--- config.mk ---
export PLATFORM = sky130hd
export DESIGN_NAME = rtype_alu_arbiter
export DESIGN_NICKNAME = d
export VERILOG_FILES = /design/src/rtl/rtype_alu_arbiter.sv
export SDC_FILE = /design/constraint.sdc
export NUM_CORES = 1
export LEC_CHECK = 0
export ABC_AREA = 1
export BUFFER_PORTS_ARGS = -buffer_cell sky130_fd_sc_hd__buf_2
export CAP_MARGIN = 20
export CORE_MARGIN = 3
export CORE_UTILIZATION = 36
export CTS_CLUSTER_DIAMETER = 60
export DETAILED_ROUTE_END_ITERATION = 10
export PLACE_DENSITY = 0.65
export SLEW_MARGIN = 5
export SYNTH_ARGS = -nofsm -noshare
export SYNTH_HDL_FRONTEND = slang
export SYNTH_SLANG_ARGS = --single-unit
--- constraint.sdc ---
create_clock -name clk -period 4.8 [get_ports clk]
set_input_delay 1.2 -clock clk [delete_from_list [all_inputs] [get_ports clk]]
set_output_delay 1.2 -clock clk [all_outputs]
set_load 0.1 [all_outputs]
--- src/rtl/rtype_alu_arbiter.sv ---
// Round-robin front end sharing one combinational R-type ALU among NREQ requesters.
// Requests are credit-limited so each requester's response FIFO can never overflow.
module rtype_alu_arbiter #(
    parameter int NREQ  = 2,
    parameter int DEPTH = 2,
    parameter int TAGW  = 4
) (
    input  logic                 clk,
    input  logic                 rst,
    input  logic [NREQ-1:0]      req_valid,
    output logic [NREQ-1:0]      req_ready,
    input  logic [5*NREQ-1:0]    req_func,
    input  logic [32*NREQ-1:0]   req_rv1,
    input  logic [32*NREQ-1:0]   req_rv2,
    input  logic [TAGW*NREQ-1:0] req_tag,
    output logic [31:0]          alu_idata,
    output logic [31:0]          alu_rv1,
    output logic [31:0]          alu_rv2,
    input  logic [31:0]          alu_result,
    output logic [NREQ-1:0]      rsp_valid,
    input  logic [NREQ-1:0]      rsp_ready,
    output logic [32*NREQ-1:0]   rsp_data,
    output logic [TAGW*NREQ-1:0] rsp_tag,
    output logic [NREQ-1:0]      rsp_err
);
    // Handshakes: a transfer happens on a rising edge where valid and ready are both 1;
    // valid never waits on ready, and an offered response holds until it is taken.
    localparam int PW = (NREQ > 1) ? $clog2(NREQ) : 1;
    localparam int CW = $clog2(DEPTH + 1);
    localparam int AW = (DEPTH > 1) ? $clog2(DEPTH) : 1;

    logic [PW-1:0]   ptr;
    logic [CW-1:0]   cnt  [NREQ];
    logic [CW-1:0]   fcnt [NREQ];
    logic [AW-1:0]   wp   [NREQ];
    logic [AW-1:0]   rp   [NREQ];
    logic [31:0]     fdata [NREQ][DEPTH];
    logic [TAGW-1:0] ftag  [NREQ][DEPTH];
    logic            ferr  [NREQ][DEPTH];

    logic            iss_v;
    logic [PW-1:0]   iss_own;
    logic [4:0]      iss_func;
    logic [31:0]     iss_rv1;
    logic [31:0]     iss_rv2;
    logic [TAGW-1:0] iss_tag;
    logic            iss_ill;

    logic [NREQ-1:0] rsp_hs;
    logic [NREQ-1:0] elig;
    logic [NREQ-1:0] gnt;
    logic [NREQ-1:0] push;
    logic            gnt_any;
    logic [PW-1:0]   gnt_idx;
    logic [4:0]      gnt_func;
    logic            alu_on;
    logic [31:0]     wb_data;

    function automatic logic func_legal(input logic [4:0] f);
        case (f)
            5'b00000, 5'b10000, 5'b00001, 5'b00010, 5'b00011,
            5'b00100, 5'b00101, 5'b10101, 5'b00110, 5'b00111: func_legal = 1'b1;
            default:                                           func_legal = 1'b0;
        endcase
    endfunction

    function automatic logic [AW-1:0] ptr_next(input logic [AW-1:0] p);
        ptr_next = (p == AW'(DEPTH - 1)) ? '0 : p + 1'b1;
    endfunction

    assign rsp_hs = rsp_valid & rsp_ready;

    // A full requester stays eligible when its head response leaves this same cycle.
    always_comb begin
        elig = '0;
        for (int i = 0; i < NREQ; i++) begin
            elig[i] = !rst && req_valid[i] &&
                      ((cnt[i] < CW'(DEPTH)) || ((cnt[i] == CW'(DEPTH)) && rsp_hs[i]));
        end
    end

    always_comb begin
        gnt     = '0;
        gnt_any = 1'b0;
        gnt_idx = '0;
        for (int k = 0; k < NREQ; k++) begin
            if (!gnt_any && elig[(int'(ptr) + k) % NREQ]) begin
                gnt_any = 1'b1;
                gnt_idx = PW'((int'(ptr) + k) % NREQ);
            end
        end
        if (gnt_any) gnt[gnt_idx] = 1'b1;
    end

    assign req_ready = gnt;
    assign gnt_func  = req_func[gnt_idx*5 +: 5];

    always_ff @(posedge clk) begin
        if (rst) begin
            iss_v    <= 1'b0;
            iss_own  <= '0;
            iss_func <= '0;
            iss_rv1  <= '0;
            iss_rv2  <= '0;
            iss_tag  <= '0;
            iss_ill  <= 1'b0;
        end else begin
            iss_v <= gnt_any;
            if (gnt_any) begin
                iss_own  <= gnt_idx;
                iss_func <= gnt_func;
                iss_rv1  <= req_rv1[gnt_idx*32 +: 32];
                iss_rv2  <= req_rv2[gnt_idx*32 +: 32];
                iss_tag  <= req_tag[gnt_idx*TAGW +: TAGW];
                iss_ill  <= !func_legal(gnt_func);
            end
        end
    end

    // Illegal codes never reach the ALU; the ALU sees an all-zero word instead.
    assign alu_on    = iss_v && !iss_ill;
    assign alu_idata = alu_on ? {1'b0, iss_func[4], 4'b0, iss_func[3], 10'b0, iss_func[2:0], 12'b0}
                              : 32'h0;
    assign alu_rv1   = alu_on ? iss_rv1 : 32'h0;
    assign alu_rv2   = alu_on ? iss_rv2 : 32'h0;
    assign wb_data   = iss_ill ? 32'h0 : alu_result;

    always_comb begin
        push = '0;
        for (int i = 0; i < NREQ; i++) begin
            push[i] = iss_v && (iss_own == PW'(i));
        end
    end

    always_ff @(posedge clk) begin
        if (rst) begin
            ptr <= '0;
            for (int i = 0; i < NREQ; i++) begin
                cnt[i]  <= '0;
                fcnt[i] <= '0;
                wp[i]   <= '0;
                rp[i]   <= '0;
            end
        end else begin
            if (gnt_any) ptr <= (gnt_idx == PW'(NREQ - 1)) ? '0 : gnt_idx + 1'b1;
            for (int i = 0; i < NREQ; i++) begin
                cnt[i]  <= cnt[i] + CW'(gnt[i]) - CW'(rsp_hs[i]);
                fcnt[i] <= fcnt[i] + CW'(push[i]) - CW'(rsp_hs[i]);
                if (push[i])   wp[i] <= ptr_next(wp[i]);
                if (rsp_hs[i]) rp[i] <= ptr_next(rp[i]);
            end
        end
    end

    always_ff @(posedge clk) begin
        for (int i = 0; i < NREQ; i++) begin
            if (push[i]) begin
                fdata[i][wp[i]] <= wb_data;
                ftag[i][wp[i]]  <= iss_tag;
                ferr[i][wp[i]]  <= iss_ill;
            end
        end
    end

    // Outputs are masked when empty so stale storage never shows after reset.
    always_comb begin
        rsp_valid = '0;
        rsp_data  = '0;
        rsp_tag   = '0;
        rsp_err   = '0;
        for (int i = 0; i < NREQ; i++) begin
            if (fcnt[i] != '0) begin
                rsp_valid[i]            = 1'b1;
                rsp_data[i*32 +: 32]    = fdata[i][rp[i]];
                rsp_tag[i*TAGW +: TAGW] = ftag[i][rp[i]];
                rsp_err[i]              = ferr[i][rp[i]];
            end
        end
    end
endmodule

==> summary.md, run 1 <==
| Metric | Value |
|---|---|
| Total wire length | 28,560 um |
| Worst endpoint data arrival time | 2860 ps |
| Setup TNS Final | 0 ps |
| Area delta synth->final | 25.19% |
| Iteration count of the initial detailed-routing pass | 5 |
| Fmax achieved | 246.0 MHz |
| Slew HR | 40.02% |
| Final Core Density | 46.36% |
| Synth top area cells | edfxtp_1, dfxtp_1, nand2_1, nor2_1, inv_1 |
| Final setup violation count | 0 |
| Starting Density | 37.03% |
| CP Class | input port to output pin |
| Via density per instance | 4.599 |
| Final setup skew | 8.838 ps |
| Mean Syn Cell Area | 9.133 um^2 |
| Rows | 61 |
| Worst-skew pair later-pin latency | 520 ps |
| I/O pins | 358 |
| Area occupied by multi-input gates | 0.003197 mm^2 |
| Total CTS buffers | 26 |
| Worst Setup Start Kind | input port |
| Die ar. | 0.03113 mm^2 |
| Number of global-route vias before repair | 8,026 |
| Hold WC Path Type | register to register |
| Root Buffer | clkbuf_16 |
| TritonCTS clock tree | done |
| Post-CTS Setup Repair Bufs | 0 |
| DR iter-0 viols | 431 |
| FF+latch count, synth | 237 |
| Routed Antenna Nets | 0 |
| Fillers | 2,737 |
| Reg clk slew, reported paths | 60 ps |
| GR peak layer | met2 |
| Worst vdd rail ir drop | 0.4323 mV |
| Critical Path RT | 3600 ps |
| PwrDens | 723.8 mW/mm^2 |
| Reg area | 0.006267 mm^2 |
| Mapped Area | 0.01046 mm^2 |
| DIE WIDTH | 176.4 um |
| Core area | 0.02824 mm^2 |
| Final instance area | 0.01309 mm^2 |
| Die Y | 176.4 um |
| Final net count | 1,642 |
| Clock tree buffer depth | 3 |
| Share of post-route cells with drive strength above 1 | 28.16% |
| Total grt overflow | 0 |
| Initial antenna violation count | 8 |
| Drt wl/cell | 15.44 um |
| Mapped Cells | 1,145 |
| Via count | 8,504 |
| Area leader, netlist | edfxtp_1 |
| PortBufs | 330 |
| Power Total | 9475 uW |
| DP HPWL | 19,100 um |
| Cts hold-fix bufs | 0 |
| Pleak | 0.006218 uW |
| Met1 Use GR | 21.45% |
| First-pass GRT wire length | 42,990 um |
| Largest net degree at the start of global routing | 98 |
| Placed instance area | 0.01222 mm^2 |
| Area share of the largest cell type after synthesis | 43.65% |
| Max Cap Viol | 0 |
| RSZ-0062 raised after global routing | false |
| Final Critical Period | 4064 ps |
| GPL Wtd Cong | 0.7772 |
| Hold Vio Cnt, Final | 0 |
| GRT Overall Usage | 17.45% |
| CTS Sinks | 237 |
| Slew @ Worst Pin | 898.4 ps |
| CP Capture Type | output pin |
| Syn. warnings | 0 |
| Sequential-to-total area share from yosys stat | 59.92% |
| Post-CTS Resized | 0 |
| GRT met2 Usage | 30.31% |
| Period Utilization, post-route | 84.68% |
| Run status | completed |
| Synth unique cells | 34 |
| DRC | 0 |
| # H-tree levels | 1 |
| Max FO, Critical Path | 16 |
| Met3 Use GR | 5.441% |
| Max Slew Vio Count | 0 |
## per-stage QoR
| step | hold slack [ps] | cells | setup slack (ps) |
|---|---|---|---|
| floorplan | 423.0 | 1171 | 384.8 |
| global placement | 441.3 | 1800 | 732.7 |
| detailed placement | 444.7 | 1800 | 700.2 |
| CTS | 453.0 | 1848 | 698.3 |
| global route | 488.7 | 1848 | 598.1 |
| finish | 449.7 | 1849 | 735.6 |
## power by group
group | switching (uW) | leakage, uW | internal [uW]
clock network | 816 | 0.000409 | 1160
logic | 4060 | 0.00369 | 688
registers | 112 | 0.00212 | 2640
total | 4990 | 0.00622 | 4490
## layout make-up
cell class	instances	area share, %
Clock buffer	31	5.352
Tap cell	378	3.613
Clock inverter	17	1.252
Inverter	140	4.052
Multi-Input combinational cell	705	24.42
Antenna cell	1	0.01911
Sequential cell	237	47.87
Timing Repair Buffer	340	13.42
## flip-flops by register name, summed over array words and instances (netlist names), 2 cells and up
name      flops
wp            2
ftag         16
cnt           4
ferr          4
iss_rv1      32
fdata       128
fcnt          4
iss_func      5
rp            2
iss_tag       4
iss_rv2      32
## worst max-delay path: stages
cell	delay, ps
buf_2	170
inv_4	190
nand2_2	90
a21oi_4	230
inv_2	70
nand2_4	170
inv_4	120
nor2_1	380
buf_12	240
## cells in the final DEF (no fill, tap or decap), drive strengths merged
cell	instances
dfxtp	85
nand3b	1
bufinv	2
o21ai	124
nand2	294
o22ai	13
nand3	12
o211ai	3
conb	27
xor2	4
ha	8
inv	141
buf	340
nor2	133
edfxtp	152
clkbuf	31
o31ai	3
nor3	2
clkinv	10
or2	1
diode	1
clkinvlp	4
a21oi	80
## logic make-up after synthesis
family	Yosys count	share of synthesized area (%)
compound gates	223	11.31
xor+xnor	4	0.3350
fa+ha+maj	8	0.9572
buf+inv	229	10.73
flops	237	59.92
other cells	1	0.03586
simple gates	443	16.71
## synth_stat cells (all sizes together)
cell and count:
nand2 294, edfxtp 152, inv 140, nor2 133, o21ai 124, dfxtp 85, a21oi 80, buf 68
clkbuf 21, o22ai 13, nand3 12, ha 8, xor2 4, o211ai 3, o31ai 3, nor3 2
conb 1, nand3b 1, or2 1
## per-layer routing
| metal | wire length, um | up-vias |
|---|---|---|
| li1 | - | 4257 |
| met1 | 11280 | 3853 |
| met2 | 13820 | 326 |
| met3 | 2827 | 52 |
| met4 | 552 | 16 |
| met5 | 82 | - |
## final timing paths
kind | startpoint | end | slack, ps | cells past startpoint
max | rst | req_ready[0] | 740 | 9
min | cnt[0][1]$_SDFF_PP0_ | cnt[0][1]$_SDFF_PP0_ | 450 | 1
max reg2reg | fcnt[0][1]$_SDFF_PP0_ | iss_ill$_SDFFE_PP0N_ | 2320 | 12
min reg2reg | cnt[0][1]$_SDFF_PP0_ | cnt[0][1]$_SDFF_PP0_ | 450 | 1
Note: power is estimated with default switching activity, not from simulation.
==> run 2: changes to the inputs <==
- PLACE_DENSITY: 0.65 -> 0.67
- clock period: 4.8 -> 3.3 ns (I/O delays scaled with it)
==> run 2 against run 1 <==
Against the previous run:
- register-to-register slack got worse by 1100 ps
- routed wire length shrank 0.13%
- worst hold slack worse by 0.95 ps
- final cell count increased by 0.38%
- total power grew 46%
- sequential power rose by 45%
- clock power grew 41%
- sequential share of layout area down 0.42 points
- critical path type is now register to output pin
- critical endpoint is now rsp_err[0]
- largest power group unchanged
==> summary.md, run 2 (synthesis gave the netlist of run 1 again) <==
| Metric | Value |
|---|---|
| Via density per instance | 4.589 |
| Number of antenna diodes | 0 |
| Clock tree buffer depth | 3 |
| GPL Wtd Cong | 0.8576 |
| DIE WIDTH | 176.4 um |
| Largest register FFs | 128 |
| Crit path launch | rp[0][0]$_SDFFCE_PP0P_ |
| Fmax achieved | 329.5 MHz |
| RSZ-0062 raised after global routing | false |
| Reg clk slew, reported paths | 60 ps |
| Final Critical Period | 3035 ps |
| Final instance area | 0.01321 mm^2 |
| Final setup violation count | 0 |
| PwrDens | 1046 mW/mm^2 |
| Hold Vio Cnt, Final | 0 |
| Placed instance area | 0.01238 mm^2 |
| Slew @ Worst Pin | 844.1 ps |
| DR iter-0 viols | 442 |
| CTS Sinks | 237 |
| Final Core Density | 46.76% |
| Max Slew Vio Count | 0 |
| R2R depth | 12 |
| Die Y | 176.4 um |
| R2R Path Start | fcnt[0][1]$_SDFF_PP0_ |
| Core area | 0.02824 mm^2 |
| Post-CTS Setup Repair Bufs | 0 |
| Total CTS buffers | 27 |
| Max Cap Viol | 0 |
| Drt wl/cell | 15.37 um |
| WHS | 448.7 ps |
| Root Buffer | clkbuf_16 |
| Post-CTS Resized | 0 |
| Fillers | 2,786 |
| Most frequent cells in the layout | buf_2, nand2_1, edfxtp_1, nor2_1, inv_1 |
| Worst-skew pair later-pin latency | 540 ps |
| DRC | 0 |
| PortBufs | 330 |
| Worst Setup EP | rsp_err[0] |
| Total grt overflow | 0 |
| Final net count | 1,650 |
| Final setup skew | 9.193 ps |
| Critical Path RT | 2470 ps |
| CP Class | register to output pin |
| Routed Antenna Nets | 0 |
| Rows | 61 |
| I/O pins | 358 |
| Total wire length | 28,520 um |
| Worst vdd rail ir drop | 0.6184 mV |
| Number of global-route vias before repair | 8,257 |
| CP Capture Type | output pin |
| GRT Overall Usage | 17.44% |
| Most common cell after layout, fill and taps aside | buf_2 |
| Starting Density | 37.03% |
| Power Total | 13,810 uW |
| Area delta synth->final | 26.27% |
| Pre-CTS setup slack | 443.7 ps |
| Cts hold-fix bufs | 0 |
| Via count | 8,518 |
| Period Utilization, post-route | 91.96% |
| Share of post-route cells with drive strength above 1 | 29.50% |
| Worst endpoint data arrival time | 2210 ps |
| First-pass GRT wire length | 43,300 um |
| Iteration count of the initial detailed-routing pass | 5 |
| Worst Setup Start Kind | register |
| Largest net degree at the start of global routing | 131 |
| Pleak | 0.006266 uW |
| Max FO, Critical Path | 21 |
| Initial antenna violation count | 4 |
| TritonCTS clock tree | done |
| Run status | completed |
| Die ar. | 0.03113 mm^2 |
| Hold depth | 1 |
| R2r endpoint | iss_ill$_SDFFE_PP0N_ |
| Slew HR | 43.73% |
| Final worst slack | 265.3 ps |
| Hold WC Path Type | register to register |
| Flop-to-flop setup slack | 1180 ps |
| DP HPWL | 19,700 um |
| # H-tree levels | 1 |
run 2: layout make-up:
class	count	area [um^2]	share of cell area, %
Tap cell	378	473.0	3.582
Timing Repair Buffer	347	1847	13.99
Multi-Input combinational cell	705	3262	24.70
Clock buffer	35	726.9	5.505
Inverter	140	530.5	4.017
Sequential cell	237	6266	47.45
Clock inverter	14	100.1	0.7580
run 2: routing by layer:
metal	vias up	wire length, um	track usage [%]
met3	54	2456	4.366
met5	-	38	0
met1	3842	11600	21.63
met2	350	13590	30.06
met4	6	828	5.270
li1	4266	-	-
run 2: stage by stage:
| step | cells | setup TNS (ps) |
|---|---|---|
| finish | 1856 | 0 |
| global route | 1856 | 0 |
| CTS | 1856 | 0 |
| detailed placement | 1807 | 0 |
| global placement | 1807 | 0 |
| floorplan | 1171 | -1030 |
run 2: critical path, cell delays in order (launching register included):
cell and delay [ps]:
edfxtp_1 390, inv_2 300, buf_12 220, nand2_1 60, a21oi_1 210, buf_2 480
run 2: how the worst min path moves through the flow:
| stage | slack, ps | endpoint | from |
|---|---|---|---|
| after global routing | 480 | iss_rv2[1]$_SDFFE_PP0N_ | req_rv2[33] |
| after global placement | 440 | cnt[0][1]$_SDFF_PP0_ | cnt[0][1]$_SDFF_PP0_ |
| after CTS | 450 | cnt[0][1]$_SDFF_PP0_ | cnt[0][1]$_SDFF_PP0_ |
| after detailed placement | 450 | cnt[0][1]$_SDFF_PP0_ | cnt[0][1]$_SDFF_PP0_ |
| final | 450 | cnt[0][1]$_SDFF_PP0_ | cnt[0][1]$_SDFF_PP0_ |
| after floorplan | 420 | cnt[0][1]$_SDFF_PP0_ | cnt[0][1]$_SDFF_PP0_ |
run 2: where the power goes:
part	total (uW)	switching (uW)	leakage [uW]	internal [uW]
clock network	2780	1200	0.000408	1570
logic	7030	5960	0.00374	1070
registers	4000	167	0.00212	3840
